===== src/rtl/motor_pkg.sv =====
// Shared types and constants for the two-channel motor ramp controller.
// Holds the direction and channel-state enums, the bridge pin encodings and
// the default duty width.
// Build option: MOTOR_BRAKE_EN selects active braking (2'b11) instead of
// coasting (2'b00) on an idle channel.
package motor_pkg;

   localparam int unsigned DUTY_W_DEFAULT = 8;

   typedef enum logic {
      FWD = 1'b0,
      REV = 1'b1
   } dir_e;

   typedef enum logic [1:0] {
      STOP = 2'd0,
      RUN  = 2'd1,
      DEAD = 2'd2
   } state_e;

   localparam logic [1:0] PIN_FWD   = 2'b10;
   localparam logic [1:0] PIN_REV   = 2'b01;
   localparam logic [1:0] PIN_COAST = 2'b00;
   localparam logic [1:0] PIN_BRAKE = 2'b11;

`ifdef MOTOR_BRAKE_EN
   localparam logic [1:0] PIN_IDLE = PIN_BRAKE;
`else
   localparam logic [1:0] PIN_IDLE = PIN_COAST;
`endif

   // Bridge pins for one channel: only RUN drives the bridge, everything else idles.
   function automatic logic [1:0] pin_code(input state_e s, input dir_e d);
      if (s == RUN) begin
         return (d == REV) ? PIN_REV : PIN_FWD;
      end
      return PIN_IDLE;
   endfunction

endpackage


===== src/rtl/motor_ramp_chan.sv =====
// One motor channel: target register, STOP/RUN/DEAD state machine, duty
// register and dead-time counter.
// Ports:
//   clk, reset      clock, synchronous active-high reset
//   estop           forces duty/target to zero and the state to STOP
//   tick            shared ramp tick, one duty LSB step per tick
//   load, load_rev, load_mag   new target (sign, clamped magnitude)
//   duty            registered duty to the pwm
//   pins            registered bridge pins for this channel
//   busy            duty != |target| or dead time running
// Build option: MOTOR_BRAKE_EN (via motor_pkg) selects the idle pin code.
module motor_ramp_chan
   import motor_pkg::*;
#(
   parameter int unsigned DUTY_W      = DUTY_W_DEFAULT,
   parameter int unsigned DEAD_CYCLES = 50000
) (
   input  logic              clk,
   input  logic              reset,
   input  logic              estop,
   input  logic              tick,
   input  logic              load,
   input  logic              load_rev,
   input  logic [DUTY_W-1:0] load_mag,
   output logic [DUTY_W-1:0] duty,
   output logic [1:0]        pins,
   output logic              busy
);

   localparam int unsigned CNT_W = $clog2(DEAD_CYCLES + 1);

   state_e              state_q, state_d;
   dir_e                dir_q, dir_d;
   logic [DUTY_W-1:0]   duty_q, duty_d;
   logic [CNT_W-1:0]    cnt_q, cnt_d;
   logic                tgt_rev_q, tgt_rev_d;
   logic [DUTY_W-1:0]   tgt_mag_q, tgt_mag_d;
   logic [1:0]          pins_q, pins_d;

   logic tgt_zero;
   logic match;

   assign tgt_zero = (tgt_mag_q == '0);
   // A zero target counts as matching: the channel just ramps down to STOP.
   assign match    = tgt_zero || (tgt_rev_q == (dir_q == REV));

   always_comb begin
      state_d   = state_q;
      dir_d     = dir_q;
      duty_d    = duty_q;
      cnt_d     = cnt_q;
      tgt_rev_d = tgt_rev_q;
      tgt_mag_d = tgt_mag_q;

      unique case (state_q)
         STOP: begin
            duty_d = '0;
            if (!tgt_zero) begin
               cnt_d   = '0;
               state_d = match ? RUN : DEAD;
            end
         end
         RUN: begin
            if (tick) begin
               if (match) begin
                  if (duty_q < tgt_mag_q) begin
                     duty_d = duty_q + DUTY_W'(1);
                  end else if (duty_q > tgt_mag_q) begin
                     duty_d = duty_q - DUTY_W'(1);
                  end
                  if (tgt_zero && duty_d == '0) begin
                     state_d = STOP;
                  end
               end else begin
                  // Reversal: ramp to zero before the dead time.
                  if (duty_q != '0) begin
                     duty_d = duty_q - DUTY_W'(1);
                  end
                  if (duty_d == '0) begin
                     state_d = DEAD;
                     cnt_d   = '0;
                  end
               end
            end
         end
         DEAD: begin
            // Full dead time always elapses; the target is only read on expiry.
            if (cnt_q == CNT_W'(DEAD_CYCLES - 1)) begin
               cnt_d   = '0;
               dir_d   = tgt_rev_q ? REV : FWD;
               state_d = tgt_zero ? STOP : RUN;
            end else begin
               cnt_d = cnt_q + CNT_W'(1);
            end
         end
         default: state_d = STOP;
      endcase

      // Target loads after the step so a same-edge tick still uses the old target.
      if (load) begin
         tgt_rev_d = load_rev;
         tgt_mag_d = load_mag;
      end

      if (estop) begin
         state_d   = STOP;
         duty_d    = '0;
         cnt_d     = '0;
         tgt_rev_d = 1'b0;
         tgt_mag_d = '0;
      end

      pins_d = pin_code(state_d, dir_d);
   end

   always_ff @(posedge clk) begin
      if (reset) begin
         state_q   <= STOP;
         dir_q     <= FWD;
         duty_q    <= '0;
         cnt_q     <= '0;
         tgt_rev_q <= 1'b0;
         tgt_mag_q <= '0;
         pins_q    <= 2'b00;
      end else begin
         state_q   <= state_d;
         dir_q     <= dir_d;
         duty_q    <= duty_d;
         cnt_q     <= cnt_d;
         tgt_rev_q <= tgt_rev_d;
         tgt_mag_q <= tgt_mag_d;
         pins_q    <= pins_d;
      end
   end

   assign duty = duty_q;
   assign pins = pins_q;
   assign busy = (duty_q != tgt_mag_q) || (state_q == DEAD);

endmodule


===== src/rtl/motor_ramp_ctrl.sv =====
// Two-channel motor command stage: accepts signed speed commands over a
// valid/ready handshake, slews each channel's duty at one LSB per ramp tick
// and inserts a dead time on direction reversal.
// Ports:
//   clk, reset            clock, synchronous active-high reset
//   cmd_valid/cmd_ready   command handshake (ready = not in reset, no estop)
//   cmd_chan              0 = channel A, 1 = channel B
//   cmd_speed             signed target; most-negative value clamps
//   estop                 level-sensitive emergency stop
//   IN                    bridge pins, [1:0] channel A, [3:2] channel B
//   duty_a, duty_b        pwm duties; en = duty != 0; busy per channel
// Build option: MOTOR_BRAKE_EN drives 2'b11 on idle channels instead of 2'b00.
module motor_ramp_ctrl
   import motor_pkg::*;
#(
   parameter int unsigned DUTY_W      = DUTY_W_DEFAULT,
   parameter int unsigned RAMP_DIV    = 100000,
   parameter int unsigned DEAD_CYCLES = 50000
) (
   input  logic              clk,
   input  logic              reset,
   input  logic              cmd_valid,
   output logic              cmd_ready,
   input  logic              cmd_chan,
   input  logic [DUTY_W:0]   cmd_speed,
   input  logic              estop,
   output logic [3:0]        IN,
   output logic [DUTY_W-1:0] duty_a,
   output logic [DUTY_W-1:0] duty_b,
   output logic [1:0]        en,
   output logic [1:0]        busy
);

   localparam int unsigned PRE_W = (RAMP_DIV > 1) ? $clog2(RAMP_DIV) : 1;

   logic [PRE_W-1:0]  presc_q;
   logic              tick;
   logic              accept;
   logic              speed_rev;
   logic [DUTY_W:0]   speed_abs;
   logic [DUTY_W-1:0] speed_mag;
   logic [1:0]        pins_a, pins_b;
   logic              busy_a, busy_b;

   assign cmd_ready = ~reset & ~estop;
   assign accept    = cmd_valid & cmd_ready;

   // Only -2^DUTY_W overflows DUTY_W bits; saturate it to full scale.
   assign speed_rev = cmd_speed[DUTY_W];
   assign speed_abs = speed_rev ? (~cmd_speed + (DUTY_W + 1)'(1)) : cmd_speed;
   assign speed_mag = speed_abs[DUTY_W] ? '1 : speed_abs[DUTY_W-1:0];

   assign tick = (presc_q == PRE_W'(RAMP_DIV - 1));

   always_ff @(posedge clk) begin
      if (reset || tick) begin
         presc_q <= '0;
      end else begin
         presc_q <= presc_q + PRE_W'(1);
      end
   end

   motor_ramp_chan #(
      .DUTY_W      (DUTY_W),
      .DEAD_CYCLES (DEAD_CYCLES)
   ) u_chan_a (
      .clk      (clk),
      .reset    (reset),
      .estop    (estop),
      .tick     (tick),
      .load     (accept & ~cmd_chan),
      .load_rev (speed_rev),
      .load_mag (speed_mag),
      .duty     (duty_a),
      .pins     (pins_a),
      .busy     (busy_a)
   );

   motor_ramp_chan #(
      .DUTY_W      (DUTY_W),
      .DEAD_CYCLES (DEAD_CYCLES)
   ) u_chan_b (
      .clk      (clk),
      .reset    (reset),
      .estop    (estop),
      .tick     (tick),
      .load     (accept & cmd_chan),
      .load_rev (speed_rev),
      .load_mag (speed_mag),
      .duty     (duty_b),
      .pins     (pins_b),
      .busy     (busy_b)
   );

   assign IN   = {pins_b, pins_a};
   assign en   = {(duty_b != '0), (duty_a != '0)};
   assign busy = {busy_b, busy_a};

endmodule


===== config.mk =====
export PLATFORM = sky130hd
export DESIGN_NAME = motor_ramp_ctrl
export DESIGN_NICKNAME = d
export VERILOG_FILES = /design/src/rtl/motor_pkg.sv /design/src/rtl/motor_ramp_chan.sv /design/src/rtl/motor_ramp_ctrl.sv
export SDC_FILE = /design/constraint.sdc
export NUM_CORES = 1
export LEC_CHECK = 0
export CAP_MARGIN = 15
export CORE_MARGIN = 2
export CORE_UTILIZATION = 35
export DETAILED_ROUTE_END_ITERATION = 7
export HOLD_SLACK_MARGIN = 0.12
export MAX_ROUTING_LAYER = met4
export PLACE_DENSITY = 0.6
export SLEW_MARGIN = 20
export SYNTH_ARGS = -nofsm -noshare
export SYNTH_HDL_FRONTEND = slang
export SYNTH_SLANG_ARGS = --single-unit

===== constraint.sdc =====
create_clock -name clk -period 7.9 [get_ports clk]
set_clock_uncertainty 0.1 [all_clocks]
set_input_delay 1.185 -clock clk [delete_from_list [all_inputs] [get_ports clk]]
set_output_delay 1.185 -clock clk [all_outputs]
set_load 0.02 [all_outputs]

==> impl_metrics.toml, run 1 <==
[status]
run_status = "finished, final reports clean"

[placement]
dp_hpwl_mm = 10.44
pre_cts_ws_ps = 2499
io_buffers = 38
gp_congestion = 0.8642
placed_area_mm2 = 0.006404

[worst_setup_path]
critPathKind = "primary input to output port"
crit_path_max_fanout = 45
cp.required_ps = 6610
r2r_cells = 10
arrival_ps = 4140
ff2ff_setup_slack_ps = 4090
r2r-start = "u_chan_b.duty[0]"
start_kind = "primary input"
endpoint_kind = "output port"
rr_endpoint = "u_chan_b.cnt_q[11]"

[yosys]
async_reset_ff_share_pct = 0
syn_avg_cell_area_um2 = 7.798
synth-edff-count = 0
ys_ff_latch = 93
synthCells = 758
ys_seq_area_share_pct = 31.50
yosysWarningCount = 0
syn-cell-area_mm2 = 0.005911
synth_flop_cell = "dfxtp_1"
syn_nets = 796
synth_cell_types = 60

[detailed_routing]
first_pass_iters = 5
drt_iter0_drc = 417
drt-wirelength-per-cell_um = 14.50
wirelength_mm = 14.45
route.vias.total = 5343
final_antenna_net_count = 0
via_per_inst = 5.359
drc = 0

[worst_hold_path]
hold_path.class = "flip-flop to flip-flop"
min_to = "presc_q[0]"
whs_path_depth = 1
min_from = "presc_q[0]"

[die]
io_pins = 39
rows = 47
dieArea_mm2 = 0.01794
start_util_pct = 35.77
fp.coreArea_mm2 = 0.01652
die_w_um = 134.0
die_h_um = 134.0

[power]
ir_drop_mv = 0.1155
p_leak_nw = 2.380
powerDensity_mw_per_mm2 = 167.1

[global_route]
busiest_layer = "met2"
grt_pass1_wl_mm = 24.63
overflow = 0
antenna_found_initial = 0
grtUsageMet3_pct = 3.515
grt_use_met2_pct = 25.36
grt.met1_usage_pct = 24.09
grt_max_degree = 46
grt_use_total_pct = 17.34
grt_pass1_vias = 4996

[cells_and_area]
drive_gt1_share_pct = 5.405
nNetsFinal = 810
final_common_cell = "dfxtp_1"
antenna_cells = 0
area_delta_synth_final_pct = 13.99
layout_common_cells = "dfxtp_1, nor2_1, nand2_1"
fin_area_mm2 = 0.006738

[timing]
relSlewSlack_pct = 31.78
finalMaxSlewViolations = 0
setup_violations = 0
rsz0062_at_grt = "no"
tightest_slew_ps = 1023
setup_slack_ps = 2477
max_freq_mhz = 184.4
post-route-min-period_ps = 5423
fin_crit_sh_pct = 68.64
hold_violations = 0
setup_tns_ps = 0

[clock_network]
clock-root-buffer = "clkbuf_16"
clock_latency_ps = 350
post_cts_buffers = 0
htreeDepth = 3
cts_buffers = 9
cts_hold_buf = 0
ctsResizeCount = 0
cts_tree = "built"
clock_path_buffers = 2
cts.sinks = 93
cts.clk_slew.worst_paths_ps = 70

[job]
maxCapViolCount = 0
-- cell usage after synthesis (3+ instances only) --
cell,number,area share [%]
a211o_1,4,0.59
a21boi_0,3,0.38
a21o_1,4,0.51
a21oi_1,46,3.9
a311oi_1,4,0.59
a31oi_1,6,0.64
and2_1,7,0.74
and3_1,18,1.9
and4_1,4,0.59
buf_2,4,0.34
buf_4,3,0.38
buf_6,3,0.57
clkbuf_1,26,1.7
dfxtp_1,93,31
ha_1,24,5.1
inv_1,25,1.6
mux2i_1,6,1.0
nand2_1,69,4.4
nand2b_1,14,1.5
nand3_1,41,3.5
nand3b_1,3,0.38
nand4_1,13,1.4
nand4b_1,4,0.59
nor2_1,74,4.7
nor2b_1,9,0.95
nor3_1,35,3.0
nor3_2,8,1.4
nor3b_1,14,1.8
nor4_1,14,1.5
nor4b_1,3,0.44
o211a_1,3,0.51
o211ai_1,9,1.1
o21a_1,8,1.0
o21ai_0,38,3.2
o22ai_1,3,0.32
o31ai_1,13,1.7
or2_2,9,0.95
or3_1,7,0.74
or4_1,3,0.38
xnor2_1,33,4.9
xor2_1,30,4.4
-- worst max-delay path by stage --
stage	slack, ps	to	start
floorplan	4440	cmd_ready	estop
global placement	2550	cmd_ready	reset
detailed placement	2500	cmd_ready	reset
CTS	2470	cmd_ready	reset
global route	2280	cmd_ready	reset
finish	2480	cmd_ready	reset
-- routing by layer --
layer,up-vias,wire length [µm]
met5,-,0
met1,2458,7395
met2,131,6116
met4,0,245
li1,2739,-
met3,15,694
-- critical path: stages --
cell and delay, ps:
clkdlybuf4s50_1 570, or2_2 830, clkinv_1 790, clkdlybuf4s50_1 740
-- registers in the layout (all words and copies together) (netlist names), 8 cells and up --
register            count
u_chan_b.duty           8
u_chan_a.duty           8
u_chan_b.tgt_mag_q      8
u_chan_a.cnt_q         16
u_chan_a.tgt_mag_q      8
presc_q                17
u_chan_b.cnt_q         16
-- through the flow --
step	instances	hold WS, ps	util, %	total power [W]
floorplan	758	317.5	-	0.0006162
finish	997	357.4	40.77	0.001126
global route	997	383.6	40.77	0.001180
CTS	997	355.0	40.75	0.001141
global placement	981	331.9	38.75	0.0006521
detailed placement	981	338.5	38.75	0.0006521
-- logic make-up after synthesis --
logic type      share of synthesized area [%]
simple gates                            32.45
compound gates                          15.96
flops                                   31.50
xor+xnor                                9.335
buf+inv                                 4.657
fa+ha+maj                               5.080
mux                                     1.016
-- cell type report --
class / instances / area [µm²]
inverter: 26 / 97.59
clock inverter: 6 / 91.34
tap: 220 / 275.3
timing repair buffer: 40 / 395.4
sequential: 93 / 1862
clock buffer: 10 / 239.0
fill: 1730 / 9787
multi-input combinational: 602 / 3777
-- where the power goes --
group / internal [W] / switching (W) / total [W]
clock network: 0.000288 / 0.000195 / 0.000483
logic: 0.0000590 / 0.000101 / 0.000160
registers: 0.000476 / 0.00000680 / 0.000482
total: 0.000823 / 0.000303 / 0.00113
No activity file was read; power rests on OpenSTA's default activity.
==> run 2, diff against run 1 <==
--- a/config.mk
+++ b/config.mk
@@ -11,7 +11,7 @@
 export DETAILED_ROUTE_END_ITERATION = 7
 export HOLD_SLACK_MARGIN = 0.12
 export MAX_ROUTING_LAYER = met4
-export PLACE_DENSITY = 0.6
+export PLACE_DENSITY = 0.62
 export SLEW_MARGIN = 20
 export SYNTH_ARGS = -nofsm -noshare
 export SYNTH_HDL_FRONTEND = slang
==> constraint.sdc (replaced) <==
create_clock -name clk -period 4.36 [get_ports clk]
set_clock_uncertainty 0.1 [all_clocks]
set_input_delay 0.654 -clock clk [delete_from_list [all_inputs] [get_ports clk]]
set_output_delay 0.654 -clock clk [all_outputs]
set_load 0.02 [all_outputs]
==> run 2 against run 1 <==
Register-to-register slack got worse by 3300 ps. Power rose by 76%. Worst setup slack got worse by 1700 ps. Critical path depth rose by 5. Non-clock buffer count rose by 5. Final cell count rose by 0.50%. First-iteration DRC count rose by 7.4%. Sequential share of layout area fell by 0.056 points. Sequential cell count did not move. Die area did not move. Critical path type is now flip-flop to flip-flop. Largest power group is now sequential cells.
==> impl_metrics.toml, run 2 (synthesis results as in run 1) <==
[cells_and_area]
largest_reg_flops = 17
register_area_mm2 = 0.001862
layout.cells.non_filler = 1002
layout_common_cells = "dfxtp_1, nor2_1, nand2_1"
nNetsFinal = 815
nFillCells = 1699
largestRegisters = "presc_q: 17 flops, u_chan_a.cnt_q: 16 flops, u_chan_b.cnt_q: 16 flops"
drive_gt1_share_pct = 5.882
final_common_cell = "dfxtp_1"
max_flop_register = "presc_q"
area_delta_synth_final_pct = 14.23
antenna_cells = 0
multi_input_area_mm2 = 0.003774

[job]
maxCapViolCount = 0

[worst_setup_path]
start_kind = "flip-flop"
cp.required_ps = 4460
crit_path_max_fanout = 17
startpoint = "u_chan_a.duty[0]"
endpoint_kind = "flip-flop"
r2r_cells = 9
r2r-start = "u_chan_a.duty[0]"
cp_cell_sequence = "inv_1 > ha_1 > or4b_4 > nand3b_1 > a21o_1 > a221o_1 > o22ai_4 > and2_1 > nor3_1"
critPathKind = "flip-flop to flip-flop"
slowest_delay_ps = 650
slowest_stage = "and2_1"
arrival_ps = 3670

[timing]
setup_tns_ps = 0
post-route-min-period_ps = 3572
max_freq_mhz = 279.9
rsz0062_at_grt = "no"
fin_crit_sh_pct = 81.93
finalMaxSlewViolations = 0
setup_slack_ps = 787.8
tightest_slew_ps = 778.7
setup_violations = 0
hold_violations = 0
relSlewSlack_pct = 47.69

[placement]
io_buffers = 38
pre_cts_ws_ps = 812.7
dp.cells = 986
gp_congestion = 0.9042
dp_hpwl_mm = 10.64

[clock_network]
cts_tree = "built"
cts.clk_slew.worst_paths_ps = 70
clock-root-buffer = "clkbuf_16"
clock_latency_ps = 340
cts.sinks = 93
clock_path_buffers = 2
cts_hold_buf = 0
ctsResizeCount = 0
htreeDepth = 3
cts_buffers = 9
post_cts_buffers = 0

[power]
p_total_w = 0.001980
p_leak_nw = 2.391
ir_drop_mv = 0.2012
powerDensity_mw_per_mm2 = 293.3

[detailed_routing]
drc = 0
via_per_inst = 5.373
route.vias.total = 5384
drt_iter0_drc = 448
first_pass_iters = 5
final_antenna_net_count = 0
wirelength_mm = 14.75
drt-wirelength-per-cell_um = 14.72

[global_route]
overflow = 0
grt_max_degree = 45
grt_use_total_pct = 17.48
grt_pass1_vias = 5084
antenna_found_initial = 0
grt_pass1_wl_mm = 24.92

[die]
io_pins = 39
dieArea_mm2 = 0.01794
start_util_pct = 35.77
die_h_um = 134.0
die_w_um = 134.0
fp.coreArea_mm2 = 0.01652
rows = 47

[worst_hold_path]
min_from = "presc_q[0]"
hold_path.class = "flip-flop to flip-flop"
whs_path_depth = 1

[status]
run_status = "finished, final reports clean"
-- run 2: changes by cell type in the layout (fill, tap and decap cells not counted), sizes merged --
cell / delta
inv: -1
clkinvlp: +1
bufinv: -1
clkinv: +1
buf: +5
-- run 2: path summary, 6_finish.rpt --
kind	endpoint	slack, ps
worst max-delay path	u_chan_a.cnt_q[3]	790
worst min-delay path	presc_q[0]	350
worst max register to register	u_chan_a.cnt_q[3]	790
worst min register to register	presc_q[0]	350
-- run 2: metal layers --
metal  part of all wire (%)  up-vias  GRT usage [%]
met3                    4.7       23          2.419
met1                     50     2484          23.57
met2                     43      132          26.58
met5                      0        -              -
met4                    2.3        0          6.738
li1                       -     2745              -
-- run 2: cell type report --
type / instances / share of cell area [%]
inverters: 26 / 1.446
flip-flops and latches: 93 / 27.58
repair buffers: 45 / 6.412
well taps: 220 / 4.077
clock inverters: 6 / 1.056
multi-input cells: 602 / 55.89
clock buffers: 10 / 3.540
-- run 2: critical path, delay by kind of cell, from the launching register on --
kind                     cells  cell delay, ps
adder cells (fa/ha/maj)      1             300
AND/OR/NAND/NOR              4            1470
buffers and inverters        1             180
flip-flops                   1             400
AO/OA/AOI/OAI                3             970
-- run 2: power breakdown --
part	internal, W	switching (W)
sequential	0.000862	0.0000126
combinational	0.000109	0.000189
clock	0.000465	0.000343
-- run 2: stage by stage --
stage | util, % | area [µm²] | hold slack [ps]
after global placement | 38.98 | 6441 | 333.0
after detailed placement | 38.98 | 6441 | 334.7
after floorplan | - | 5911 | 317.5
after CTS | 40.86 | 6751 | 350.8
final | 40.86 | 6751 | 348.4
after global routing | 40.86 | 6751 | 412.3
==> edit 1 (config.mk and constraints of run 2) <==
`DEAD_CYCLES` is set to 50000 in 2 places; all go to 100000.
--- a/src/rtl/motor_ramp_chan.sv
+++ b/src/rtl/motor_ramp_chan.sv
@@ -13,7 +13,7 @@
    import motor_pkg::*;
 #(
    parameter int unsigned DUTY_W      = DUTY_W_DEFAULT,
-   parameter int unsigned DEAD_CYCLES = 50000
+   parameter int unsigned DEAD_CYCLES = 100000
 ) (
    input  logic              clk,
    input  logic              reset,
--- a/src/rtl/motor_ramp_ctrl.sv
+++ b/src/rtl/motor_ramp_ctrl.sv
@@ -15,7 +15,7 @@
 #(
    parameter int unsigned DUTY_W      = DUTY_W_DEFAULT,
    parameter int unsigned RAMP_DIV    = 100000,
-   parameter int unsigned DEAD_CYCLES = 50000
+   parameter int unsigned DEAD_CYCLES = 100000
 ) (
    input  logic              clk,
    input  logic              reset,
Check against the original RTL: same outputs for any inputs over 10 cycles, from zero or initial values and one cycle with reset high; that may be too few to reach the edited logic, so the function may still have changed.
==> edit 1 against run 2 <==
- cell area rose by 2.7%
- worst hold slack improved by 0.0023 ns
- total power rose by 8.7%
- fmax fell by 2.3%
- die area rose by 1.7%
- final cell count rose by 3.8%
- synthesized cell count rose by 5.0%
- highest routed layer unchanged
- setup slack got worse by 0.084 ns
- first-iteration DRC count fell by 29%
- synthesized area rose by 1.8%
- via count rose by 5.6%
- sequential cell count rose by 2
- wire length rose by 1.4%
==> edit 1: results (changes against run 2) <==
The multiplexer share of the synthesized area was 0.008321 (-0.001840). The run gives 1040 (+3.8%) as the post-route non-filler standard cell count. The logs give 0.3507 ns (+0.002307 ns) for the worst hold slack and 0.3162 (+0.001218) for the sequential element share of the synthesized area. For the length of routed wiring on met1, the log shows 7.117 mm (-3.0%).

The per-instance average area after synthesis was 7.556 µm² (-3.1%). The logs give 0.9341 (+3.3%) for the global placement routability congestion and 14.97 mm (+1.4%) for the total detailed-routing wirelength. The first-pass GRT wire length was 25.32 mm (+1.6%); the instance area after placement was 0.006566 mm² (+1.9%).

The post-synth net total came out at 834 (+4.8%). For the multi-input logic cell count, the log shows 629 (+4.5%). The flow ran to the end, and the final reports show no timing, DRC or antenna violations. The number of cells traversed by the worst register-to-register path came out at 10 (+1). The standard cell with the maximum stage delay on the critical path is sky130_fd_sc_hd__or4_1.

The via-per-instance ratio was 5.469 (+1.8%). The maximum fanout along the worst path is 16 (-1), and the compound-cell area share of the yosys netlist is 0.1885 (+0.02886). The run gives 0.001902 mm² (+2.2%) as the storage element area. The endpoint of the lowest-slack register-to-register path was u_chan_a.cnt_q[11]. For the area of the die, the log shows 0.01825 mm² (+1.7%). The clock tree cell share of total cell area was 0.05288 (+0.006919); the number of nets at the end of the flow was 853 (+4.7%). The half-perimeter wire length of the detailed placement result is 10.81 mm (+1.7%), and the relative slew slack is 0.5119 (+0.03505). The layout cell share with drive strength beyond 1 came out at 0.05488 (-0.003945). Ranked by instance count, the synthesized netlist is headed by 95 x sky130_fd_sc_hd__dfxtp_1, 92 x sky130_fd_sc_hd__nor2_1, 72 x sky130_fd_sc_hd__nand2_1. The run gives 0.2319 (-0.003723) as the met1 track demand over resource in global routing. The met2 track utilization from global routing was 0.2699 (+0.004070); the via count of the first global-routing pass was 5192 (+2.1%).

The fraction of area in multi-input gates came out at 0.5512 (-0.007769). The length of routed met2 wiring came out at 6.789 mm (+6.5%). The tools report the met3 global-route usage as 0.02965 (+0.005467).

Ranked by total cell area, the synthesized netlist is headed by sky130_fd_sc_hd__dfxtp_1 32%, sky130_fd_sc_hd__nor2_1 5.7%, sky130_fd_sc_hd__a21oi_1 5.2%, sky130_fd_sc_hd__ha_1 5.0%, sky130_fd_sc_hd__nand2_1 4.5%. The total leakage power came out at 0.002466 µW (+3.1%). The number of violations reported at the end of detailed-routing iteration 0 came out at 318 (-29%). The tools report the count of filler cells inserted in the layout as 1714 (+0.88%). The non-clock buffer instance count of the final layout was 46 (+2.2%).
-- edit 1: logic make-up after synthesis --
kind of cell | after synthesis
XOR/XNOR | 47
AO/OA/AOI/OAI | 184
flip-flops | 95
multiplexers | 5
buffers and inverters | 72
adder cells (fa/ha/maj) | 24
AND/OR/NAND/NOR | 369
-- edit 1: worst max-delay path by stage --
stage / start / endpoint / slack [ns] / cells after the start
2_1_floorplan: u_chan_a.duty[0] / u_chan_a.cnt_q[11] / 1.08 / 12
3_3_place_gp: u_chan_a.duty[0] / u_chan_a.cnt_q[11] / 0.87 / 10
3_5_place_dp: u_chan_a.duty[0] / u_chan_a.cnt_q[15] / 0.74 / 10
4_1_cts: u_chan_a.duty[0] / u_chan_a.cnt_q[11] / 0.72 / 10
5_1_grt: u_chan_a.duty[0] / u_chan_a.cnt_q[15] / 0.41 / 10
6_report: u_chan_a.duty[0] / u_chan_a.cnt_q[11] / 0.70 / 10
-- edit 1: where the power goes --
group	switching, µW	internal, µW
Clock	355	623
Sequential	12.1	880
Combinational	175	109
==> edit 2 (config.mk and constraints of run 2) <==
Without the edit above. Re-encode `state_e` (3 states) as one-hot, 3 bits wide.
--- a/src/rtl/motor_pkg.sv
+++ b/src/rtl/motor_pkg.sv
@@ -12,10 +12,10 @@
       REV = 1'b1
    } dir_e;
 
-   typedef enum logic [1:0] {
-      STOP = 2'd0,
-      RUN  = 2'd1,
-      DEAD = 2'd2
+   typedef enum logic [2:0] {
+      STOP = 3'b001,
+      RUN  = 3'b010,
+      DEAD = 3'b100
    } state_e;
 
    localparam logic [1:0] PIN_FWD   = 2'b10;
Behaviour: no difference found for any inputs over 10 cycles, from zero or initial values and one cycle with reset high; not proved beyond that.
==> edit 2 against run 2 <==
- cell area is 4.4% higher
- wire length grew 3.4%
- total power decreased by 0.59%
- first-iteration DRC count fell by 0.89%
- via count is 4.7% higher
- sequential cell count increased by 2
- setup slack improved by 0.10 ns
- synthesized area rose by 5.4%
- die area increased by 5.2%
- sequential share of layout area decreased by 0.58 points
- critical endpoint is now busy[0]
==> edit 2: results (changes against run 2) <==
The flow ran to the end, and the final reports show no timing, DRC or antenna violations. The total routing usage reported by global routing is 0.1712 (-0.003618), and the total leakage power is 0.002521 µW (+5.4%). The maximum fanout along the worst path is 13 (-4). The layout cell share with drive strength beyond 1 works out to 0.06514 (+0.006315).

The number of different library cells in the post-synthesis netlist is 80 (+33%). The number of H-tree branching levels was 3 (unchanged); the number of nets at the end of the flow was 862 (+5.8%). The count of inserted antenna diode cells was 0 (unchanged). The instance area after placement was 0.006753 mm² (+4.8%); the maximum VDD drop was 0.0001746 V (-13%). The first-pass GRT wire length was 25.36 mm (+1.8%).

The tools report the number of gates resized after CTS as 0 (unchanged). The residual DRC count came out at 0 (unchanged). Clock transition at the registers of the reported paths: 0.07 ns (about the same). For the number of buffers inserted to repair setup after CTS, the log shows 0 (unchanged).

By area the synthesized netlist is led by sky130_fd_sc_hd__dfxtp_1 31%, sky130_fd_sc_hd__nor2_1 6.0%, sky130_fd_sc_hd__ha_1 4.8%, sky130_fd_sc_hd__nand2_1 4.6%, sky130_fd_sc_hd__xnor2_1 4.1%. Transition time at the pin with the least slew margin: 1.010 ns (+0.2310 ns). The largest registers in the layout are presc_q x17, u_chan_a.cnt_q x16, u_chan_b.cnt_q x16. The path category of the worst min-delay check was reg2reg. For the count of final hold-check violations, the log shows 0 (unchanged). Yosys synthesis warning count: 0 (unchanged).

Net switching power: 555.0 µW (+1.9%). CTS placed an instance of sky130_fd_sc_hd__clkbuf_16 at the clock tree root. The predominant post-synthesis flop cell is sky130_fd_sc_hd__dfxtp_1.

For the global placement routability congestion, the log shows 0.9070 (+0.31%). The count of port buffers added during placement works out to 38 (unchanged). The detailed-router iteration count before antenna repair is 6 (+1), and the worst-skew pair later-pin latency is 0.35 ns. The initial antenna violation count came out at 0 (unchanged). Critical path data arrival time: 2.72 ns (-0.95 ns). The TritonCTS buffer count was 9 (unchanged); the sequential element share of the synthesized area was 0.3054 (-0.009582). The tools report the via count of the first global-routing pass as 5158 (+1.5%). The run gives 1.03 ns (+0.24 ns) as the slack of the worst reg-to-reg path. The final routed wire length divided by cell count came out at 14.47 µm (-1.7%).

The post-synth net total was 847 (+6.4%). Fraction of registers with async set or reset after synthesis: 0 (unchanged). The tools report the number of vias after detailed routing as 5636 (+4.7%).

The tools report the total congestion overflow as 0 (unchanged). Half-perimeter wire length of the detailed placement result: 11.11 mm (+4.4%). Largest net degree at the start of global routing: 26 (-42%).

The commonest cells after synthesis are 100 x sky130_fd_sc_hd__nor2_1, 95 x sky130_fd_sc_hd__dfxtp_1, 76 x sky130_fd_sc_hd__nand2_1. The tools report the number of violations reported at the end of detailed-routing iteration 0 as 444 (-0.89%). The largest buffer count on any clock path was 2 (unchanged).
[edit 2: final cells by class]
cell class,instances,area [µm²]
Fill cell,1773,10310
Multi-Input combinational cell,639,4009
Sequential cell,95,1902
Timing Repair Buffer,45,432.9
Tap cell,225,281.5
Clock buffer,11,252.7
Inverter,34,127.6
Clock inverter,5,40.04
[edit 2: cell families (layout without fill, tap and decap cells)]
logic type      Yosys count  count (layout)  synth area share
simple gates            383             383            0.3281
compound gates          168             168            0.1758
flops                    95              95            0.3054
buf+inv                  75              95           0.05083
xor+xnor                 56              56           0.07876
fa+ha+maj                24              24           0.04822
mux                       8               8           0.01286
[edit 2: worst max-delay path: stages (launching register included)]
cell                              delay [ns]
sky130_fd_sc_hd__dfxtp_1                0.55
sky130_fd_sc_hd__inv_1                  0.16
sky130_fd_sc_hd__ha_1                   0.31
sky130_fd_sc_hd__nand4_1                0.09
sky130_fd_sc_hd__nor2_1                 0.58
sky130_fd_sc_hd__nand2_1                0.10
sky130_fd_sc_hd__clkdlybuf4s50_1        0.57
[edit 2: final timing paths]
kind	startpoint	to	cells past startpoint
setup reg to reg	u_chan_a.duty[0]	u_chan_a.pins[0]	10
hold reg to reg	presc_q[0]	presc_q[0]	1
setup / recovery	u_chan_a.duty[0]	busy[0]	6
hold / removal	presc_q[0]	presc_q[0]	1
[edit 2: through the flow]
stage                       util  hold slack [ns]  setup slack (ns)  total power (µW)  instances
after global placement    0.3891           0.3351             1.217              1207       1038
after detailed placement  0.3891           0.3363             1.071              1208       1038
after floorplan                -           0.3175             1.373              1134        809
after global routing      0.4059           0.3831            0.6883              2059       1054
after CTS                 0.4059           0.3531            0.8934              1987       1054
final                     0.4059           0.3501            0.8892              1969       1054
[edit 2: power groups by stage]
| stage | combinational [µW] | sequential (µW) | clock, µW |
|---|---|---|---|
| 3_3_place_gp | 297 | 910 | 0 |
| 2_1_floorplan | 225 | 909 | 0 |
| 3_5_place_dp | 298 | 910 | 0 |
| 6_report | 300 | 890 | 779 |
| 4_1_cts | 299 | 890 | 798 |
| 5_1_grt | 331 | 892 | 836 |
[edit 2: metal layers]
metal	up-vias	routed length, µm	global-route usage
met1	2557	7339	0.2243
met4	0	255	0.05441
met2	127	6991	0.2706
li1	2932	-	-
met3	20	664	0.02723
met5	-	0	-
